### src/rtl/dmem_rr_arbiter_if.sv
// dmem_rr_arbiter_if
// Bundles the four requester-facing signals and the single-port memory
// signals of the data-memory round-robin arbiter.
//   req/wr_en/lock      per-requester access request, write select, hold-bank
//   addr_in/wdata_in    packed per-requester address and write data
//   gnt/rvalid/rdata    one-hot grant, one-hot read-valid, shared read data
//   memEn/memWrEn       memory enable / write enable
//   addr_out/d_out      memory address / write data
//   d_in                memory read data (one cycle after a read command)
// Modports: slave = arbiter side, master = requesters plus memory model side.
interface dmem_rr_arbiter_if #(
  parameter int DATA_WIDTH         = 64,
  parameter int DMEM_ADDRESS_WIDTH = 32
);
  logic [3:0]                      req;
  logic [3:0]                      wr_en;
  logic [3:0]                      lock;
  logic [4*DMEM_ADDRESS_WIDTH-1:0] addr_in;
  logic [4*DATA_WIDTH-1:0]         wdata_in;
  logic [3:0]                      gnt;
  logic [3:0]                      rvalid;
  logic [DATA_WIDTH-1:0]           rdata;
  logic                            memEn;
  logic                            memWrEn;
  logic [DMEM_ADDRESS_WIDTH-1:0]   addr_out;
  logic [DATA_WIDTH-1:0]           d_out;
  logic [DATA_WIDTH-1:0]           d_in;

  modport slave (
    input  req, wr_en, lock, addr_in, wdata_in, d_in,
    output gnt, rvalid, rdata, memEn, memWrEn, addr_out, d_out
  );

  modport master (
    output req, wr_en, lock, addr_in, wdata_in, d_in,
    input  gnt, rvalid, rdata, memEn, memWrEn, addr_out, d_out
  );
endinterface

### src/rtl/dmem_rr_arbiter.sv
// dmem_rr_arbiter
// Shares one single-port data memory bank between four requesters with
// round-robin priority and a bounded lock for back-to-back accesses.
// Ports:
//   clk    rising-edge clock
//   reset  synchronous, active-low
//   bus    dmem_rr_arbiter_if.slave: requester handshake and memory port
module dmem_rr_arbiter #(
  parameter int DATA_WIDTH         = 64,
  parameter int DMEM_ADDRESS_WIDTH = 32,
  parameter int LOCK_MAX           = 4
) (
  input  logic              clk,
  input  logic              reset,
  dmem_rr_arbiter_if.slave  bus
);

  localparam int CNT_W = (LOCK_MAX > 1) ? $clog2(LOCK_MAX) : 1;
  localparam int AW    = DMEM_ADDRESS_WIDTH;
  localparam int DW    = DATA_WIDTH;

  logic [1:0]       ptr;
  logic [CNT_W-1:0] lock_cnt;
  logic [3:0]       rd_pend;

  logic [1:0]       gnt_idx;
  logic [1:0]       cand;
  logic             gnt_any;
  logic             gnt_vld;
  logic [3:0]       gnt;

  // Priority search starting at ptr and wrapping 3 -> 0; the first
  // requesting index wins.
  always_comb begin
    gnt_idx = ptr;
    gnt_any = 1'b0;
    cand    = ptr;
    for (int k = 0; k < 4; k++) begin
      cand = ptr + 2'(k);
      if (!gnt_any && bus.req[cand]) begin
        gnt_any = 1'b1;
        gnt_idx = cand;
      end
    end
  end

  // A low reset suppresses every grant, so no command reaches memory.
  assign gnt_vld = gnt_any & reset;

  always_comb begin
    gnt = 4'b0000;
    if (gnt_vld) gnt[gnt_idx] = 1'b1;
  end

  assign bus.gnt      = gnt;
  assign bus.memEn    = gnt_vld;
  assign bus.memWrEn  = gnt_vld & bus.wr_en[gnt_idx];
  assign bus.addr_out = gnt_vld ? bus.addr_in[gnt_idx*AW +: AW]  : '0;
  assign bus.d_out    = gnt_vld ? bus.wdata_in[gnt_idx*DW +: DW] : '0;

  assign bus.rvalid = rd_pend;
  assign bus.rdata  = bus.d_in;

  // A locking winner keeps priority until it has held the bank LOCK_MAX
  // consecutive cycles; then ptr moves past it so everyone else gets a turn.
  always_ff @(posedge clk) begin
    if (!reset) begin
      ptr      <= 2'd0;
      lock_cnt <= '0;
      rd_pend  <= 4'b0000;
    end else begin
      rd_pend <= gnt & ~bus.wr_en;
      if (!gnt_vld) begin
        lock_cnt <= '0;
      end else if (bus.lock[gnt_idx] && (int'(lock_cnt) < LOCK_MAX - 1)) begin
        ptr      <= gnt_idx;
        lock_cnt <= lock_cnt + 1'b1;
      end else begin
        ptr      <= gnt_idx + 2'd1;
        lock_cnt <= '0;
      end
    end
  end

endmodule

### src/flat_wrapper.sv
// flat-port wrapper written by rule: the top's interface ports become plain ports
module dmem_rr_arbiter_flat 
#(
  parameter int DATA_WIDTH         = 64,
  parameter int DMEM_ADDRESS_WIDTH = 32,
  parameter int LOCK_MAX           = 4
)
  (clk, reset, bus_req, bus_wr_en, bus_lock, bus_addr_in, bus_wdata_in, bus_d_in, bus_gnt, bus_rvalid, bus_rdata, bus_memEn, bus_memWrEn, bus_addr_out, bus_d_out);
  dmem_rr_arbiter_if #(.DATA_WIDTH(DATA_WIDTH), .DMEM_ADDRESS_WIDTH(DMEM_ADDRESS_WIDTH)) bus_i ();
  input  logic clk;
  input  logic reset;
  input wire logic [$bits(bus_i.req)-1:0] bus_req;
  input wire logic [$bits(bus_i.wr_en)-1:0] bus_wr_en;
  input wire logic [$bits(bus_i.lock)-1:0] bus_lock;
  input wire logic [$bits(bus_i.addr_in)-1:0] bus_addr_in;
  input wire logic [$bits(bus_i.wdata_in)-1:0] bus_wdata_in;
  input wire logic [$bits(bus_i.d_in)-1:0] bus_d_in;
  output wire logic [$bits(bus_i.gnt)-1:0] bus_gnt;
  output wire logic [$bits(bus_i.rvalid)-1:0] bus_rvalid;
  output wire logic [$bits(bus_i.rdata)-1:0] bus_rdata;
  output wire logic [$bits(bus_i.memEn)-1:0] bus_memEn;
  output wire logic [$bits(bus_i.memWrEn)-1:0] bus_memWrEn;
  output wire logic [$bits(bus_i.addr_out)-1:0] bus_addr_out;
  output wire logic [$bits(bus_i.d_out)-1:0] bus_d_out;
  assign bus_i.req = bus_req;
  assign bus_i.wr_en = bus_wr_en;
  assign bus_i.lock = bus_lock;
  assign bus_i.addr_in = bus_addr_in;
  assign bus_i.wdata_in = bus_wdata_in;
  assign bus_i.d_in = bus_d_in;
  assign bus_gnt = bus_i.gnt;
  assign bus_rvalid = bus_i.rvalid;
  assign bus_rdata = bus_i.rdata;
  assign bus_memEn = bus_i.memEn;
  assign bus_memWrEn = bus_i.memWrEn;
  assign bus_addr_out = bus_i.addr_out;
  assign bus_d_out = bus_i.d_out;
  dmem_rr_arbiter #(.DATA_WIDTH(DATA_WIDTH), .DMEM_ADDRESS_WIDTH(DMEM_ADDRESS_WIDTH), .LOCK_MAX(LOCK_MAX)) u_core (.clk(clk), .reset(reset), .bus(bus_i));
endmodule
### config.mk
export PLATFORM = sky130hd
export DESIGN_NAME = dmem_rr_arbiter_flat
export DESIGN_NICKNAME = d
export VERILOG_FILES = /design/src/rtl/dmem_rr_arbiter_if.sv /design/src/rtl/dmem_rr_arbiter.sv /design/src/flat_wrapper.sv
export SDC_FILE = /design/constraint.sdc
export NUM_CORES = 1
export LEC_CHECK = 0
export CORE_AREA = 5 5 246 248
export CTS_CLUSTER_DIAMETER = 50
export CTS_CLUSTER_SIZE = 16
export DETAILED_ROUTE_END_ITERATION = 6
export DIE_AREA = 0 0 251 253
export PLACE_DENSITY = 0.35
export SLEW_MARGIN = 15
export SYNTH_ARGS = -nofsm -noshare
export SYNTH_HDL_FRONTEND = slang
export SYNTH_SLANG_ARGS = --single-unit
### constraint.sdc
create_clock -name clk -period 7.1 [get_ports clk]
set_input_delay 1.42 -clock clk [delete_from_list [all_inputs] [get_ports clk]]
set_output_delay 1.42 -clock clk [all_outputs]
set_load 0.01 [all_outputs]
==> results.py, run 1 <==
metrics = {
    "yosys": {
        "netlist_instances": 588,
        "synth_flop_cell": "dfxtp_1",
        "yosysTopAreaCell": "a211oi_1",
        "avgSynthCellArea_um2": 7.60,
        "synth-edff-count": 0,
        "synth_cell_types": 35,
        "async_flop_share_pct": 0,
        "yosys.cell_count.top_type": "a211oi_1",
        "synth_commonest_cells": "a211oi_1, and3_1, mux2i_1",
        "ys_warn_count": 0,
        "ys_seq_area_share_pct": 3.58,
        "synth_top_area_share_pct": 32.6,
        "ys_top_cells_by_area": "a211oi_1, mux2i_1, and3_1, buf_4, clkbuf_1",
        "synth_area_mm2": 0.00447,
        "syn-num-nets": 1055,
        "ys_seq_elements": 8,
    },
    "floorplan": {
        "fp.dieW_um": 251,
        "start_util_pct": 7.67,
        "die_area_mm2": 0.0635,
        "die_h_um": 253,
        "pin_count": 632,
        "coreArea_mm2": 0.0582,
        "rows": 89,
    },
    "global_route": {
        "grt_pass1_wl_mm": 51.1,
        "antenna_found_initial": 19,
        "grt_max_degree": 99,
        "grt_pass1_vias": 7101,
        "gr-usage-all-layers_pct": 10.7,
        "grt_overflow": 0,
    },
    "worst_setup_path": {
        "cp-end-kind": "primary output",
        "slowest_stage": "clkdlybuf4s50_1",
        "critPathMaxFanout": 37,
        "path_class": "in2out",
        "crit_path_frequent_cell": "clkdlybuf4s50_1",
        "reg2reg_slack_ns": 4.65,
        "slowest_delay_ns": 0.60,
        "crit_required_ns": 5.68,
        "worstPathCellList": "clkdlybuf4s50_1, and3b_1, or4_4, nand2_8, buf_12, buf_4, mux2i_1, a211oi_1, clkdlybuf4s50_1",
        "path_buf_inv": 4,
        "cp-start-kind": "input pin",
        "worstPathArrival_ns": 4.65,
        "crit_family": "buffers and inverters",
    },
    "place": {
        "port_buffers": 503,
        "place_congestion": 0.803,
        "dp_hpwl_mm": 31.0,
    },
    "clock_tree": {
        "cts_tree": "yes",
        "cts_buffer_depth": 2,
        "cts_made_buffers": 3,
        "clk_pin_slew_ns": 0.04,
        "cts_hold_buffers": 0,
        "cts_setup_buffers": 0,
        "cts_resized": 0,
        "clock-root-buffer": "clkbuf_16",
        "htreeDepth": 1,
        "clock_sinks": 8,
        "clock_latency_ns": 0.23,
    },
    "final_layout": {
        "syn_to_final_growth_pct": 123,
        "layout-drive-gt1-share_pct": 3.48,
        "nets": 1445,
    },
    "sta": {
        "setup-violations-final": 0,
        "min_period_ns": 6.07,
        "hold-worst-slack_ns": 0.438,
        "worstMarginPinSlew_ns": 0.628,
        "hold_viol": 0,
        "period_share_pct": 85.5,
        "skew_ns": 0.000682,
        "timing.fmax_mhz": 165,
        "slew_headroom_pct": 58.2,
        "finalSetupTns_ns": 0,
        "maxSlewViolCount": 0,
        "rsz0062_at_grt": "no",
    },
    "status": {
        "outcome": "completed",
    },
    "detailed_routing": {
        "routed-via-count": 6459,
        "met1_length_mm": 14.2,
        "avgRoutedWirePerCell_um": 21.2,
        "met2_wirelength_mm": 18.2,
        "route.detailed.drc": 0,
        "top_layer_used": "met5",
        "wl_met3_mm": 3.62,
        "finalWirelength_mm": 37.3,
        "firstDrtPassIters": 4,
        "drtAntennaViolNets": 0,
        "drt_iter0_drc": 249,
        "vias_per_cell": 3.68,
    },
    "job": {
        "maxCapViolations": 0,
    },
    "hold_path": {
        "hold_class": "reg2reg",
    },
    "power_and_ir_drop": {
        "vdd_drop_max_uv": 87.0,
        "p_leak_uw": 0.00348,
        "power_density_mw_per_mm2": 154,
    },
}
## through the flow
stage                     area (µm²)  instances  total power [µW]  setup WS [ns]  utilization (%)
final                           9960       1755              1540           1.03             17.1
after global routing            9950       1750              1660          0.784             17.1
after CTS                       9950       1749              1580          0.867             17.1
after detailed placement        9870       1746              1470          0.906             16.9
after global placement          9870       1746              1480          0.937             16.9
after floorplan                 4470        588               815           2.61                -
## final timing paths
| kind | startpoint | to | cells after the start |
|---|---|---|---|
| max | bus_req[3] | bus_d_out[18] | 9 |
| min | u_core.lock_cnt[0]$_SDFF_PN0_ | u_core.lock_cnt[0]$_SDFF_PN0_ | 1 |
| max reg2reg | u_core.ptr[1]$_SDFFE_PN0P_ | u_core.lock_cnt[1]$_SDFF_PN0_ | 6 |
| min reg2reg | u_core.lock_cnt[0]$_SDFF_PN0_ | u_core.lock_cnt[0]$_SDFF_PN0_ | 1 |
## cell type report
class                      count  area (µm²)
antenna                        6        15.0
fill                        6618       48300
timing repair buffer         524        5290
multi-input combinational    438        3440
tap                          773         967
clock buffer                   3        75.1
sequential                     8         160
inverter                       3        11.3
## worst reg2reg max path, delay by kind of cell (launching register included)
| family | cells | cell delay [ns] |
|---|---|---|
| compound gates | 2 | 0.29 |
| buf+inv | 1 | 0.38 |
| mux | 1 | 0.43 |
| flops | 1 | 0.48 |
| simple gates | 2 | 0.78 |
## state kept, by name (all words and copies together) (netlist names)
signal	cells
u_core.ptr	2
u_core.bus.rvalid	4
u_core.lock_cnt	2
## layout by cell type (no fill, tap or decap), drive strengths merged
cell,count
clkbuf,3
or4,1
o21a,2
nor4,1
nor2,2
nand2,3
mux2,1
dfxtp,8
nand3,1
a211oi,194
buf,21
a21boi,1
clkdlybuf4s50,503
a221o,1
ha,5
or4b,1
or3,1
nor2b,6
or2,1
nor3,4
diode,6
and3b,1
o21ai,2
and3,101
o31ai,2
nand2b,3
nor4b,1
a21bo,1
a21oi,3
mux2i,99
inv,3
## routing by layer
layer  GRT usage [%]  vias to the layer above
met4            2.82                       12
met1            11.8                     2964
met3            3.91                       72
met5               0                        -
li1                -                     3033
met2            19.5                      378
## cell families (layout without fill, tap and decap cells)
family | count (synthesis) | after routing | synth area share, %
AOI/OAI and AO/OA | 206 | 206 | 34.5
adders and majority gates | 5 | 5 | 1.40
buffers and inverters | 142 | 530 | 20.0
DFF | 8 | 8 | 3.58
muxes | 100 | 100 | 22.4
other | 0 | 6 | 0
and+or+nand+nor | 127 | 127 | 18.1
## where the power goes
part           internal [µW]  switching (µW)  total [µW]
combinational            719             665        1380
sequential              51.8            6.90        58.7
clock                   72.7            22.5        95.2
(Power assumes the default switching activity.)
==> run 2, diff against run 1 <==
--- a/config.mk
+++ b/config.mk
@@ -5,6 +5,7 @@
 export SDC_FILE = /design/constraint.sdc
 export NUM_CORES = 1
 export LEC_CHECK = 0
+export CAP_MARGIN = 0
 export CORE_AREA = 5 5 246 248
 export CTS_CLUSTER_DIAMETER = 50
 export CTS_CLUSTER_SIZE = 16
==> results of run 2 <==
Same layout as run 1: the final DEF is identical, and so are final timing and power.
==> run 3, diff against run 2 <==
--- a/config.mk
+++ b/config.mk
@@ -11,7 +11,7 @@
 export CTS_CLUSTER_SIZE = 16
 export DETAILED_ROUTE_END_ITERATION = 6
 export DIE_AREA = 0 0 251 253
-export PLACE_DENSITY = 0.35
+export PLACE_DENSITY_LB_ADDON = 0.3
 export SLEW_MARGIN = 15
 export SYNTH_ARGS = -nofsm -noshare
 export SYNTH_HDL_FRONTEND = slang
==> run 3 against run 2 <==
  * Sequential power is 2% lower
  * Via count up 1.2%
  * Global-route usage shrank 0.64 points
  * Clock power is essentially flat
  * Combinational power hardly changed
  * First-iteration DRC count down 21%
  * Critical endpoint is now bus_d_out[62]
==> results.py, run 3 (same netlist as run 1, synthesis figures left out) <==
metrics = {
    "clock_tree": {
        "clk_pin_slew_ns": 0.04,
        "clock_latency_ns": 0.23,
        "cts_hold_buffers": 0,
        "cts_buffer_depth": 2,
        "clock-root-buffer": "clkbuf_16",
        "cts_made_buffers": 3,
        "cts_resized": 0,
        "clock_sinks": 8,
        "cts_tree": "yes",
        "htreeDepth": 1,
        "cts_setup_buffers": 0,
    },
    "power_and_ir_drop": {
        "p_int_uw": 850,
        "seqPwrFrac_pct": 3.7,
        "power_density_mw_per_mm2": 154,
        "finalPower_uw": 1540,
        "p_clk_share_pct": 6.2,
        "swShare_pct": 44.9,
        "p_leak_uw": 0.00352,
        "comb_power_share_pct": 90.1,
        "p_sw_uw": 693,
        "vdd_drop_max_uv": 98.8,
    },
    "floorplan": {
        "start_util_pct": 7.67,
        "die_area_mm2": 0.0635,
        "rows": 89,
        "fp.dieW_um": 251,
        "die_h_um": 253,
        "pin_count": 632,
        "coreArea_mm2": 0.0582,
    },
    "detailed_routing": {
        "vias_per_cell": 3.72,
        "drt_iter0_drc": 196,
        "routed-via-count": 6539,
        "firstDrtPassIters": 4,
        "finalWirelength_mm": 35.6,
        "avgRoutedWirePerCell_um": 20.2,
        "drtAntennaViolNets": 0,
        "route.detailed.drc": 0,
    },
    "place": {
        "port_buffers": 503,
        "place_congestion": 0.867,
        "dp_hpwl_mm": 29.7,
        "dp_cells": 1753,
        "dp_slack_ns": 0.683,
    },
    "worst_setup_path": {
        "worstPathCellList": "clkdlybuf4s50_1, and3b_1, or4_4, nand2_8, buf_12, buf_4, a211oi_1, a211oi_1, clkdlybuf4s50_1",
        "cp-start-kind": "input pin",
        "critPathMaxFanout": 49,
        "path_class": "in2out",
        "slowest_delay_ns": 0.71,
        "slowest_stage": "or4_4",
        "path_buf_inv": 4,
        "crit_required_ns": 5.68,
        "worstPathArrival_ns": 4.97,
        "crit_family": "buffers and inverters",
        "cp-end-kind": "primary output",
    },
    "sta": {
        "worst_slack_ns": 0.711,
        "period_share_pct": 90.0,
        "hold_viol": 0,
        "setup-violations-final": 0,
        "finalSetupTns_ns": 0,
        "rsz0062_at_grt": "no",
        "timing.fmax_mhz": 157,
        "worstMarginPinSlew_ns": 0.660,
        "min_period_ns": 6.39,
        "maxSlewViolCount": 0,
        "slew_headroom_pct": 56.0,
        "skew_ns": 0.000897,
    },
    "global_route": {
        "antenna_found_initial": 10,
        "grt_overflow": 0,
        "grt_pass1_wl_mm": 48.5,
        "grt_pass1_vias": 6983,
        "grt_max_degree": 87,
        "gr-usage-all-layers_pct": 10.1,
    },
    "final_layout": {
        "largest_reg_flops": 4,
        "layout_commonest_cell": "clkdlybuf4s50_1",
        "fin_util_pct": 17.2,
        "layout-drive-gt1-share_pct": 4.17,
        "fin_cells": 1758,
        "syn_to_final_growth_pct": 124,
        "nets": 1452,
        "layout_common_cells": "clkdlybuf4s50_1, a211oi_1, and3_1, mux2i_1, buf_4",
        "fill_cells": 6623,
    },
    "hold_path": {
        "hold_class": "reg2reg",
    },
    "job": {
        "maxCapViolations": 0,
    },
    "status": {
        "outcome": "completed",
    },
}
[run 3: path summary, 6_finish.rpt]
kind / startpoint / end / slack [ns] / depth (start not counted)
max: bus_req[3] / bus_d_out[62] / 0.71 / 9
min: u_core.lock_cnt[0]$_SDFF_PN0_ / u_core.lock_cnt[0]$_SDFF_PN0_ / 0.42 / 1
max reg2reg: u_core.ptr[1]$_SDFFE_PN0P_ / u_core.bus.rvalid[1]$_SDFF_PN0_ / 4.50 / 8
min reg2reg: u_core.lock_cnt[0]$_SDFF_PN0_ / u_core.lock_cnt[0]$_SDFF_PN0_ / 0.42 / 1
[run 3: area by class of cell]
type                       count  area, µm²  area share [%]
multi-input combinational    438       3440            34.4
sequential                     8        160            1.60
clock buffer                   3       75.1           0.751
timing repair buffer         531       5330            53.4
tap                          773        967            9.68
antenna                        2       5.00          0.0501
inverter                       3       11.3           0.113
[run 3: per-layer routing]
| layer | vias to the layer above | global-route usage [%] | part of all wire [%] |
|---|---|---|---|
| met5 | - | 0 | 0.070 |
| li1 | 3051 | - | - |
| met1 | 3027 | 11.7 | 40 |
| met3 | 62 | 2.75 | 8.2 |
| met2 | 395 | 18.1 | 48 |
| met4 | 4 | 3.06 | 2.9 |
[run 3: power by group through the flow]
stage | logic [µW] | registers, µW | clock network [µW]
after floorplan | 757 | 57.5 | 0
final | 1390 | 57.7 | 95.2
after CTS | 1420 | 57.7 | 96.8
after global placement | 1410 | 58.5 | 0
after detailed placement | 1410 | 58.3 | 0
after global routing | 1490 | 58.9 | 99.9
[run 3: through the flow]
step / hold WS [ns] / instance area [µm²]
finish: 0.424 / 9990
global route: 0.442 / 9990
CTS: 0.427 / 9990
detailed placement: 0.421 / 9910
global placement: 0.415 / 9910
floorplan: 0.405 / 4470
